File: src/rtl/ram_burst_master_pkg.sv
// ram_burst_master_pkg
// Shared definitions for the burst master and its data_memory responder:
// FSM state encoding, operation codes and default bus/memory sizing.
package ram_burst_master_pkg;

   localparam int ADDR_W_DEF = 16;
   localparam int DATA_W_DEF = 16;
   localparam int DEPTH_DEF  = 1000;

   localparam logic OP_RD = 1'b0;
   localparam logic OP_WR = 1'b1;

   typedef enum logic [2:0] {
      ST_IDLE     = 3'd0,
      ST_RD       = 3'd1,
      ST_RD_DRAIN = 3'd2,
      ST_WR       = 3'd3,
      ST_DONE     = 3'd4
   } state_e;

endpackage

File: src/rtl/ram_burst_master_if.sv
// ram_burst_master_if
// Bundles every non-clock signal of the burst master:
//   control   : start, op, base_addr, len -> busy, done, err
//   read out  : rd_data, rd_valid -> rd_ready
//   write in  : wr_data, wr_valid -> wr_ready
//   memory    : mem_addr, mem_read, mem_write, mem_wdata -> mem_rdata
// modport master is the burst master's view; modport slave is the
// view of everything around it (controller, consumer, producer, memory).
interface ram_burst_master_if
   import ram_burst_master_pkg::*;
#(
   parameter int ADDR_W = ADDR_W_DEF,
   parameter int DATA_W = DATA_W_DEF
);

   logic              start;
   logic              op;
   logic [ADDR_W-1:0] base_addr;
   logic [ADDR_W-1:0] len;
   logic              busy;
   logic              done;
   logic              err;

   logic [DATA_W-1:0] rd_data;
   logic              rd_valid;
   logic              rd_ready;

   logic [DATA_W-1:0] wr_data;
   logic              wr_valid;
   logic              wr_ready;

   logic [ADDR_W-1:0] mem_addr;
   logic              mem_read;
   logic              mem_write;
   logic [DATA_W-1:0] mem_wdata;
   logic [DATA_W-1:0] mem_rdata;

   modport master (
      input  start, op, base_addr, len, rd_ready, wr_data, wr_valid, mem_rdata,
      output busy, done, err, rd_data, rd_valid, wr_ready,
             mem_addr, mem_read, mem_write, mem_wdata
   );

   modport slave (
      output start, op, base_addr, len, rd_ready, wr_data, wr_valid, mem_rdata,
      input  busy, done, err, rd_data, rd_valid, wr_ready,
             mem_addr, mem_read, mem_write, mem_wdata
   );

endinterface

File: src/rtl/ram_burst_master_rd_out_reg.sv
// ram_burst_master_rd_out_reg
// One-entry valid/ready output register for read data.
//   clk, rst_n : clock, asynchronous active-low reset
//   load_i     : capture data_i and mark the entry valid
//   clear_i    : entry consumed with nothing new behind it, drop valid
//   data_i     : word to capture
//   data_o     : held word (keeps its value after valid drops)
//   valid_o    : entry holds an unconsumed word
module ram_burst_master_rd_out_reg #(
   parameter int DATA_W = 16
) (
   input  logic              clk,
   input  logic              rst_n,
   input  logic              load_i,
   input  logic              clear_i,
   input  logic [DATA_W-1:0] data_i,
   output logic [DATA_W-1:0] data_o,
   output logic              valid_o
);

   logic [DATA_W-1:0] data_q;
   logic              valid_q;

   // A load wins over a clear: in the streaming case the consumed word is
   // replaced by the next one in the same cycle.
   always_ff @(posedge clk or negedge rst_n) begin
      if (!rst_n) begin
         data_q  <= '0;
         valid_q <= 1'b0;
      end else if (load_i) begin
         data_q  <= data_i;
         valid_q <= 1'b1;
      end else if (clear_i) begin
         valid_q <= 1'b0;
      end
   end

   assign data_o  = data_q;
   assign valid_o = valid_q;

endmodule

File: src/rtl/ram_burst_master.sv
// ram_burst_master
// Turns a single start request into a sequential read or write burst on
// the single-port data_memory bus.
//   clk, rst_n : clock, asynchronous active-low reset
//   bus        : ram_burst_master_if.master (control, read stream,
//                write stream and memory bus)
module ram_burst_master
   import ram_burst_master_pkg::*;
#(
   parameter int ADDR_W = ADDR_W_DEF,
   parameter int DATA_W = DATA_W_DEF,
   parameter int DEPTH  = DEPTH_DEF
) (
   input logic                clk,
   input logic                rst_n,
   ram_burst_master_if.master bus
);

   state_e            state_q, state_d;
   logic [ADDR_W-1:0] mem_addr_q, mem_addr_d;
   logic [ADDR_W-1:0] cnt_q, cnt_d;
   logic              err_q, err_d;

   logic [ADDR_W:0]   end_addr;
   logic              range_bad;
   logic              rd_valid;
   logic              capture;
   logic              drain_pop;

   // One extra bit so base_addr+len cannot overflow before the compare.
   assign end_addr  = {1'b0, bus.base_addr} + {1'b0, bus.len};
   assign range_bad = end_addr > (ADDR_W+1)'(DEPTH);

   // The output register can take a new word whenever it is empty or its
   // current word is being handed over this cycle.
   assign capture   = (state_q == ST_RD) && (!rd_valid || bus.rd_ready);
   assign drain_pop = (state_q == ST_RD_DRAIN) && bus.rd_ready;

   always_comb begin
      state_d    = state_q;
      mem_addr_d = mem_addr_q;
      cnt_d      = cnt_q;
      err_d      = 1'b0;
      unique case (state_q)
         ST_IDLE: begin
            if (bus.start) begin
               if (range_bad) begin
                  err_d = 1'b1;
               end else if (bus.len == '0) begin
                  state_d = ST_DONE;
               end else begin
                  mem_addr_d = bus.base_addr;
                  cnt_d      = bus.len;
                  state_d    = (bus.op == OP_WR) ? ST_WR : ST_RD;
               end
            end
         end
         ST_RD: begin
            if (capture) begin
               mem_addr_d = mem_addr_q + ADDR_W'(1);
               cnt_d      = cnt_q - ADDR_W'(1);
               if (cnt_q == ADDR_W'(1)) state_d = ST_RD_DRAIN;
            end
         end
         ST_RD_DRAIN: begin
            if (bus.rd_ready) state_d = ST_DONE;
         end
         ST_WR: begin
            if (bus.wr_valid) begin
               mem_addr_d = mem_addr_q + ADDR_W'(1);
               cnt_d      = cnt_q - ADDR_W'(1);
               if (cnt_q == ADDR_W'(1)) state_d = ST_DONE;
            end
         end
         ST_DONE: state_d = ST_IDLE;
         default: state_d = ST_IDLE;
      endcase
   end

   always_ff @(posedge clk or negedge rst_n) begin
      if (!rst_n) begin
         state_q    <= ST_IDLE;
         mem_addr_q <= '0;
         cnt_q      <= '0;
         err_q      <= 1'b0;
      end else begin
         state_q    <= state_d;
         mem_addr_q <= mem_addr_d;
         cnt_q      <= cnt_d;
         err_q      <= err_d;
      end
   end

   ram_burst_master_rd_out_reg #(
      .DATA_W (DATA_W)
   ) u_rd_out_reg (
      .clk     (clk),
      .rst_n   (rst_n),
      .load_i  (capture),
      .clear_i (drain_pop),
      .data_i  (bus.mem_rdata),
      .data_o  (bus.rd_data),
      .valid_o (rd_valid)
   );

   // Strobes decode the registered state only; the write strobe and data
   // pass straight through so a handshake commits at the same edge.
   assign bus.rd_valid  = rd_valid;
   assign bus.busy      = (state_q != ST_IDLE);
   assign bus.done      = (state_q == ST_DONE);
   assign bus.err       = err_q;
   assign bus.mem_addr  = mem_addr_q;
   assign bus.mem_read  = (state_q == ST_RD);
   assign bus.wr_ready  = (state_q == ST_WR);
   assign bus.mem_write = (state_q == ST_WR) && bus.wr_valid;
   assign bus.mem_wdata = bus.wr_data;

endmodule
File: src/flat_wrapper.sv
// flat-port wrapper written by rule: the top's interface ports become plain ports
module ram_burst_master_flat import ram_burst_master_pkg::*;
#(
   parameter int ADDR_W = ADDR_W_DEF,
   parameter int DATA_W = DATA_W_DEF,
   parameter int DEPTH  = DEPTH_DEF
)
  (clk, rst_n, bus_start, bus_op, bus_base_addr, bus_len, bus_rd_ready, bus_wr_data, bus_wr_valid, bus_mem_rdata, bus_busy, bus_done, bus_err, bus_rd_data, bus_rd_valid, bus_wr_ready, bus_mem_addr, bus_mem_read, bus_mem_write, bus_mem_wdata);
  ram_burst_master_if #(.ADDR_W(ADDR_W), .DATA_W(DATA_W)) bus_i ();
  input logic clk;
  input logic rst_n;
  input wire logic [$bits(bus_i.start)-1:0] bus_start;
  input wire logic [$bits(bus_i.op)-1:0] bus_op;
  input wire logic [$bits(bus_i.base_addr)-1:0] bus_base_addr;
  input wire logic [$bits(bus_i.len)-1:0] bus_len;
  input wire logic [$bits(bus_i.rd_ready)-1:0] bus_rd_ready;
  input wire logic [$bits(bus_i.wr_data)-1:0] bus_wr_data;
  input wire logic [$bits(bus_i.wr_valid)-1:0] bus_wr_valid;
  input wire logic [$bits(bus_i.mem_rdata)-1:0] bus_mem_rdata;
  output wire logic [$bits(bus_i.busy)-1:0] bus_busy;
  output wire logic [$bits(bus_i.done)-1:0] bus_done;
  output wire logic [$bits(bus_i.err)-1:0] bus_err;
  output wire logic [$bits(bus_i.rd_data)-1:0] bus_rd_data;
  output wire logic [$bits(bus_i.rd_valid)-1:0] bus_rd_valid;
  output wire logic [$bits(bus_i.wr_ready)-1:0] bus_wr_ready;
  output wire logic [$bits(bus_i.mem_addr)-1:0] bus_mem_addr;
  output wire logic [$bits(bus_i.mem_read)-1:0] bus_mem_read;
  output wire logic [$bits(bus_i.mem_write)-1:0] bus_mem_write;
  output wire logic [$bits(bus_i.mem_wdata)-1:0] bus_mem_wdata;
  assign bus_i.start = bus_start;
  assign bus_i.op = bus_op;
  assign bus_i.base_addr = bus_base_addr;
  assign bus_i.len = bus_len;
  assign bus_i.rd_ready = bus_rd_ready;
  assign bus_i.wr_data = bus_wr_data;
  assign bus_i.wr_valid = bus_wr_valid;
  assign bus_i.mem_rdata = bus_mem_rdata;
  assign bus_busy = bus_i.busy;
  assign bus_done = bus_i.done;
  assign bus_err = bus_i.err;
  assign bus_rd_data = bus_i.rd_data;
  assign bus_rd_valid = bus_i.rd_valid;
  assign bus_wr_ready = bus_i.wr_ready;
  assign bus_mem_addr = bus_i.mem_addr;
  assign bus_mem_read = bus_i.mem_read;
  assign bus_mem_write = bus_i.mem_write;
  assign bus_mem_wdata = bus_i.mem_wdata;
  ram_burst_master #(.ADDR_W(ADDR_W), .DATA_W(DATA_W), .DEPTH(DEPTH)) u_core (.clk(clk), .rst_n(rst_n), .bus(bus_i));
endmodule
File: config.mk
export PLATFORM = sky130hd
export DESIGN_NAME = ram_burst_master_flat
export DESIGN_NICKNAME = d
export VERILOG_FILES = /design/src/rtl/ram_burst_master_pkg.sv /design/src/rtl/ram_burst_master_if.sv /design/src/rtl/ram_burst_master_rd_out_reg.sv /design/src/rtl/ram_burst_master.sv /design/src/flat_wrapper.sv
export SDC_FILE = /design/constraint.sdc
export NUM_CORES = 1
export LEC_CHECK = 0
export BUFFER_PORTS_ARGS = -buffer_cell sky130_fd_sc_hd__buf_4
export CORE_MARGIN = 5
export CORE_UTILIZATION = 45
export CTS_BUF_LIST = sky130_fd_sc_hd__clkbuf_2
export CTS_CLUSTER_DIAMETER = 60
export DETAILED_ROUTE_END_ITERATION = 8
export PLACE_DENSITY = 0.71
export SETUP_SLACK_MARGIN = 0.5
export SLEW_MARGIN = 25
export SYNTH_ARGS = -nofsm -noshare
export SYNTH_HDL_FRONTEND = slang
export SYNTH_HIERARCHICAL = 1
export SYNTH_SLANG_ARGS = --single-unit
File: constraint.sdc
create_clock -name clk -period 7.9 [get_ports clk]
set_clock_uncertainty 0.2 [all_clocks]
set_input_delay 0.395 -clock clk [delete_from_list [all_inputs] [get_ports clk]]
set_output_delay 0.395 -clock clk [all_outputs]
set_load 0.01 [all_outputs]
Yosys cells after proc, flatten, opt, wreduce, memory -nomap -nowiden
Cells that the tools add are included.

Bits in registers: 53. Input port bits: 70.

Add/subtract/negate cells: 3. $lt $le $gt $ge: 1. Eq/ne operators: 13. Muxes and demuxes: 27. Reductions and logical operators: 12.

Operators by type and width (number): $mux 16 (10); $pmux 16 s3 (2); $mux 3 (8); $add 16x16->17 (1); $gt 17x10->1 const B (1); $add 16x1->16 const B (1); $eq 16x1->1 const B (1); $logic_not 16->1 (1); $sub 16x1->16 const B (1); $pmux 3 s4 (1); $ne 2x2->1 const B (5); $reduce_and 7->1 (1); $eq 3x2->1 const B (2); $ne 2x1->1 const B (3); $reduce_and 6->1 (1); $reduce_bool 3->1 (2); $mux 1 (5); $eq 3x1->1 const B (1); $eq 3x3->1 const B (1); $logic_and 1x1->1 (3); $logic_not 3->1 (1); $mux 2 (1); $reduce_bool 2->1 (1); $logic_not 1->1 (1); $logic_or 1x1->1 (1).

Logic depth before layout (Yosys ltp)
Depth in word-level cells: 5. Depth in mapped cells: 11.

Hierarchy
The synthesis kept the hierarchy.

By module, submodules not included: ram_burst_master (times used 1, cells an instance 444, area each 3538.4 µm²); ram_burst_master_rd_out_reg (times used 1, cells an instance 37, area each 683.2 µm²).

Worst setup path after synthesis
No wires, ideal clock.

Path kind: input to register. Start: in bus_base_addr[0]. End: reg u_core.mem_addr_q[4], in the netlist u_core/bus.mem_addr[4]. Arrival: 2.948 ns. Path slack: 4.631 ns. Stages: 11. Cells stage by stage: ha_1 -> fa_1 -> a21o_1 -> a22oi_2 -> o211ai_2 -> or3_4 -> a2111oi_4 -> o2111a_1 -> nor2_2 -> buf_6 -> o22a_1.

Cells in the longest elaborated chain, start to end: 4.

Ends and longest elaborated chain: from (decl) (line flat_wrapper.sv:14) `input wire logic [$bits(bus_i.base_addr)-1:0] bus_base_addr;`; $add 16x16->17 (line ram_burst_master.sv:31) `assign end_addr = {1'b0, bus.base_addr} + {1'b0, bus.len};`; $gt 17x10->1 (line ram_burst_master.sv:32) `assign range_bad = end_addr > (ADDR_W+1)'(DEPTH);`; $ne 2x2->1 (no source line); $reduce_and 6->1 (no source line); to (signal assigned) (line ram_burst_master.sv:88) `mem_addr_q <= mem_addr_d;`; to (decl) (line ram_burst_master.sv:20) `logic [ADDR_W-1:0] mem_addr_q, mem_addr_d;`.

No other way between the ends. A chain may end at the register's enable or synchronous reset.

Worst setup path after layout
Start: in bus_base_addr[0]. End: reg u_core.cnt_q[1].

Cells in the longest elaborated chain, start to end: 4.

Ends and longest elaborated chain: $add 16x16->17 (line ram_burst_master.sv:31); $gt 17x10->1 (line ram_burst_master.sv:32); $ne 2x2->1 (no source line); $reduce_and 6->1 (no source line); to (signal assigned) (line ram_burst_master.sv:89) `cnt_q <= cnt_d;`; to (decl) (line ram_burst_master.sv:21) `logic [ADDR_W-1:0] cnt_q, cnt_d;`.

No other way between the ends.

==> results.yml <==
clock_tree:
  cts_num_sinks: 53
  clk_path_buf_depth: 2
  number_of_buffers_created_by_cts: 5
  clock_tree.htree_level_count: 2
  postCtsResizedCells: 0
  cts_tree: "built"
  cts-root-buf: "clkbuf_2"
  postCtsHoldBufs: 20
  clk-insertion-delay-late_ns: 0.43
  post_cts_setup_buffer_count: 0
  cts.reportedPaths.clkPinSlew_ns: 0.26
yosys:
  syn-instance-count: 481
  synth.yosys.seq_area_share_pct: 31.4
  yosys-top-cells-area: "dfrtp_1 (31%), a21oi_1 (5.7%), ha_1 (5.6%), nor2_1 (4.5%), mux2_4 (3.2%)"
  yosysUniqueCellTypes: 66
  synth-main-ff-cell: "dfrtp_1"
  synthesis.nets: 571
  synth-edff-count: 0
  synth_top_cell_by_area: "dfrtp_1"
  ys_async_rst_share_pct: 100
  syn_area_per_cell_um2: 8.78
  synth-warning-count: 6
  synth_top_area_share_pct: 31.4
  postSynthRegisterBits: 53
  syn-cell-area_um2: 4220
finish:
  layout_commonest_cell: "buf_4"
  layout.filler_cells: 844
  layout-area-overhead-vs-synth_pct: 19.7
  antenna-diode-count: 0
  post-route-util_pct: 55.0
  post-route-cell-area_um2: 5050
  layout-drive-gt1-share_pct: 26.3
  finish.net_count: 651
  commonest_cells_after_routing_fill_and_taps_aside: "buf_4 (96), dfrtp_1 (53), nor2_1 (50)"
drt:
  dr_total_vias: 4133
  route.final.wire_length_um: 12700
  route.antenna.remaining_nets: 0
  drt_pre_antenna_iters: 5
  detail_route.iter0.violations: 325
  routed_wire_length_per_instance_um: 18.9
  drt-vias-per-instance: 6.14
  detail_route.drc_violations: 0
min_path:
  holdPathEnd: "u_core/bus.mem_addr[11]"
  worst_hold_class: "primary input to flop"
  hold_path_startpoint: "bus_base_addr[11]"
  number_of_instances_on_the_worst_hold_path: 3
floorplanning:
  die_w_um: 107
  fp.dieH_um: 107
  io_pins: 125
  design.core.area_um2: 9200
  dieArea_um2: 11400
  effective_utilization_at_floorplan_pct: 45.9
  core.rowCount: 35
global_route:
  pin_count_of_the_biggest_net_entering_global_routing: 55
  grt.total_usage_pct: 21.7
  first_pass_grt_wire_length_um: 20300
  grt_pass1_vias: 3986
  global_route.overflow_total: 0
  number_of_antenna_violations_at_the_first_check_in_global_routing: 0
power_and_ir_drop:
  p_per_area_nw_per_um2: 169
  leakage_power_figure_nw: 2.27
  tot_pwr_w: 0.000853
  irDropWorstVdd_v: 0.000105
sta:
  setup_viol_count_final: 0
  unrepaired_setup_endpoints_after_global_routing: "false"
  final_max_slew_viol_count: 0
  hold_violations: 0
  totalNegativeSetupSlack_ns: 0
  min_period_ns: 3.94
  worstMarginPinSlew_ns: 0.939
  fmax_mhz: 254
  hold_ws_ns: 0.0565
  timing.slew.headroom_pct: 37.3
  final.period_utilization_pct: 49.9
run_status:
  outcome: "finished, final reports clean"
worst_setup_path:
  worst_r2r_startpoint: "u_core/state_q[2]"
  crit_arrival_ns: 4.12
  rr_endpoint: "u_core/cnt_q[10]"
  timing.critical_path.required_ns: 8.07
  worst_path_max_delay_cell: "dlygate4sd3_1"
  critPathMaxStageDelay_ns: 0.54
  critical_path_cell_by_cell: "dlygate4sd3_1, buf_4, ha_1, fa_1, a21o_1, a22oi_2, o211ai_2, or3_4, a2111oi_4, o2111ai_2, buf_4, nand2_2, mux2i_1"
  worst_setup_path_end_kind: "flop"
  cp_common_cell: "buf_4"
  path_max_fanout: 24
  reg2regPathDepth: 6
  start_kind: "primary input"
  setup.worst_path.class: "primary input to flop"
  reg2reg_slack_ns: 4.60
placement:
  port-buffer-count: 92
  place_hpwl_um: 9240
  placed_area_um2: 4810
  gp_congestion: 0.930
flow_run:
  cap_violations: 0
[flip-flops by register name, indices dropped and copies added (netlist names)]
signal,cells
u_core/bus.err,1
u_core/bus.mem_addr,16
u_core/cnt_q,16
u_core/state_q,3
u_core/u_rd_out_reg/data_o,16
u_core/u_rd_out_reg/valid_o,1
[routing by layer]
layer | routed length, µm | vias up | GRT usage (%)
li1 | - | 1946 | -
met5 | 0 | - | 0
met4 | 138 | 0 | 5.39
met3 | 868 | 12 | 3.01
met2 | 6280 | 173 | 36.4
met1 | 5430 | 2002 | 29.7
[how the worst max path moves through the flow]
stage	from	end	slack, ns
5_1_grt	bus_base_addr[0]	u_core/cnt_q[1]	3.82
4_1_cts	bus_base_addr[0]	u_core/cnt_q[1]	4.05
6_report	bus_base_addr[0]	u_core/cnt_q[1]	3.96
3_5_place_dp	bus_base_addr[0]	u_core/cnt_q[7]	4.13
2_1_floorplan	bus_base_addr[0]	u_core/bus.mem_addr[4]	4.63
3_3_place_gp	bus_base_addr[0]	u_core/cnt_q[1]	4.23
[logic make-up (layout without fill, tap and decap cells)]
group | after synthesis | count (layout) | synth area share [%]
and+or+nand+nor | 162 | 162 | 19.9
adders and majority gates | 20 | 20 | 6.11
xor gates and xnor gates | 8 | 8 | 1.66
DFF | 53 | 53 | 31.4
muxes | 19 | 19 | 5.78
AOI/OAI and AO/OA | 162 | 162 | 27.3
buffers and inverters | 57 | 138 | 7.85
[worst max-delay path: cells and delay by family]
| kind | cells | cell delay [ns] |
|---|---|---|
| simple gates | 2 | 0.75 |
| compound gates | 5 | 1.12 |
| mux | 1 | 0.23 |
| buf+inv | 3 | 0.95 |
| fa+ha+maj | 2 | 0.65 |
[stage by stage]
stage | setup WS (ns) | instances
6_report | 3.96 | 673
2_1_floorplan | 4.63 | 481
4_1_cts | 4.05 | 673
3_5_place_dp | 4.13 | 645
3_3_place_gp | 4.23 | 645
5_1_grt | 3.82 | 673
[report_power, final]
| group | internal (W) | total (W) | switching, W |
|---|---|---|---|
| Combinational | 0.000173 | 0.000332 | 0.000160 |
| Sequential | 0.000335 | 0.000415 | 0.0000805 |
| Clock | 0.0000195 | 0.000106 | 0.0000865 |
[cell type report]
cell class | instances | area [µm²] | share of cell area [%]
Clock buffer | 5 | 25.0 | 0.495
Clock inverter | 3 | 12.5 | 0.248
Inverter | 14 | 52.6 | 1.04
Multi-Input combinational cell | 371 | 2580 | 51.0
Sequential cell | 53 | 1330 | 26.2
Tap cell | 111 | 139 | 2.75
Timing Repair Buffer | 116 | 921 | 18.2
[synthesized netlist by cell type (all sizes together) (5+ instances only)]
cell type  instances
o22ai              5
and2               6
buf               27
or3                5
a32o               5
and3               9
a2bb2oi            6
ha                19
a21o               8
a21oi             55
a22oi              5
dfrtp             53
nor3               9
o22a              10
o21ai             27
xor2               5
inv               14
nor4              11
nand3              8
nand2             31
nor2              52
clkbuf            16
nor3b              5
mux2              16
nand4             11
a31oi             17
Power figures use the tool's default switching activity.
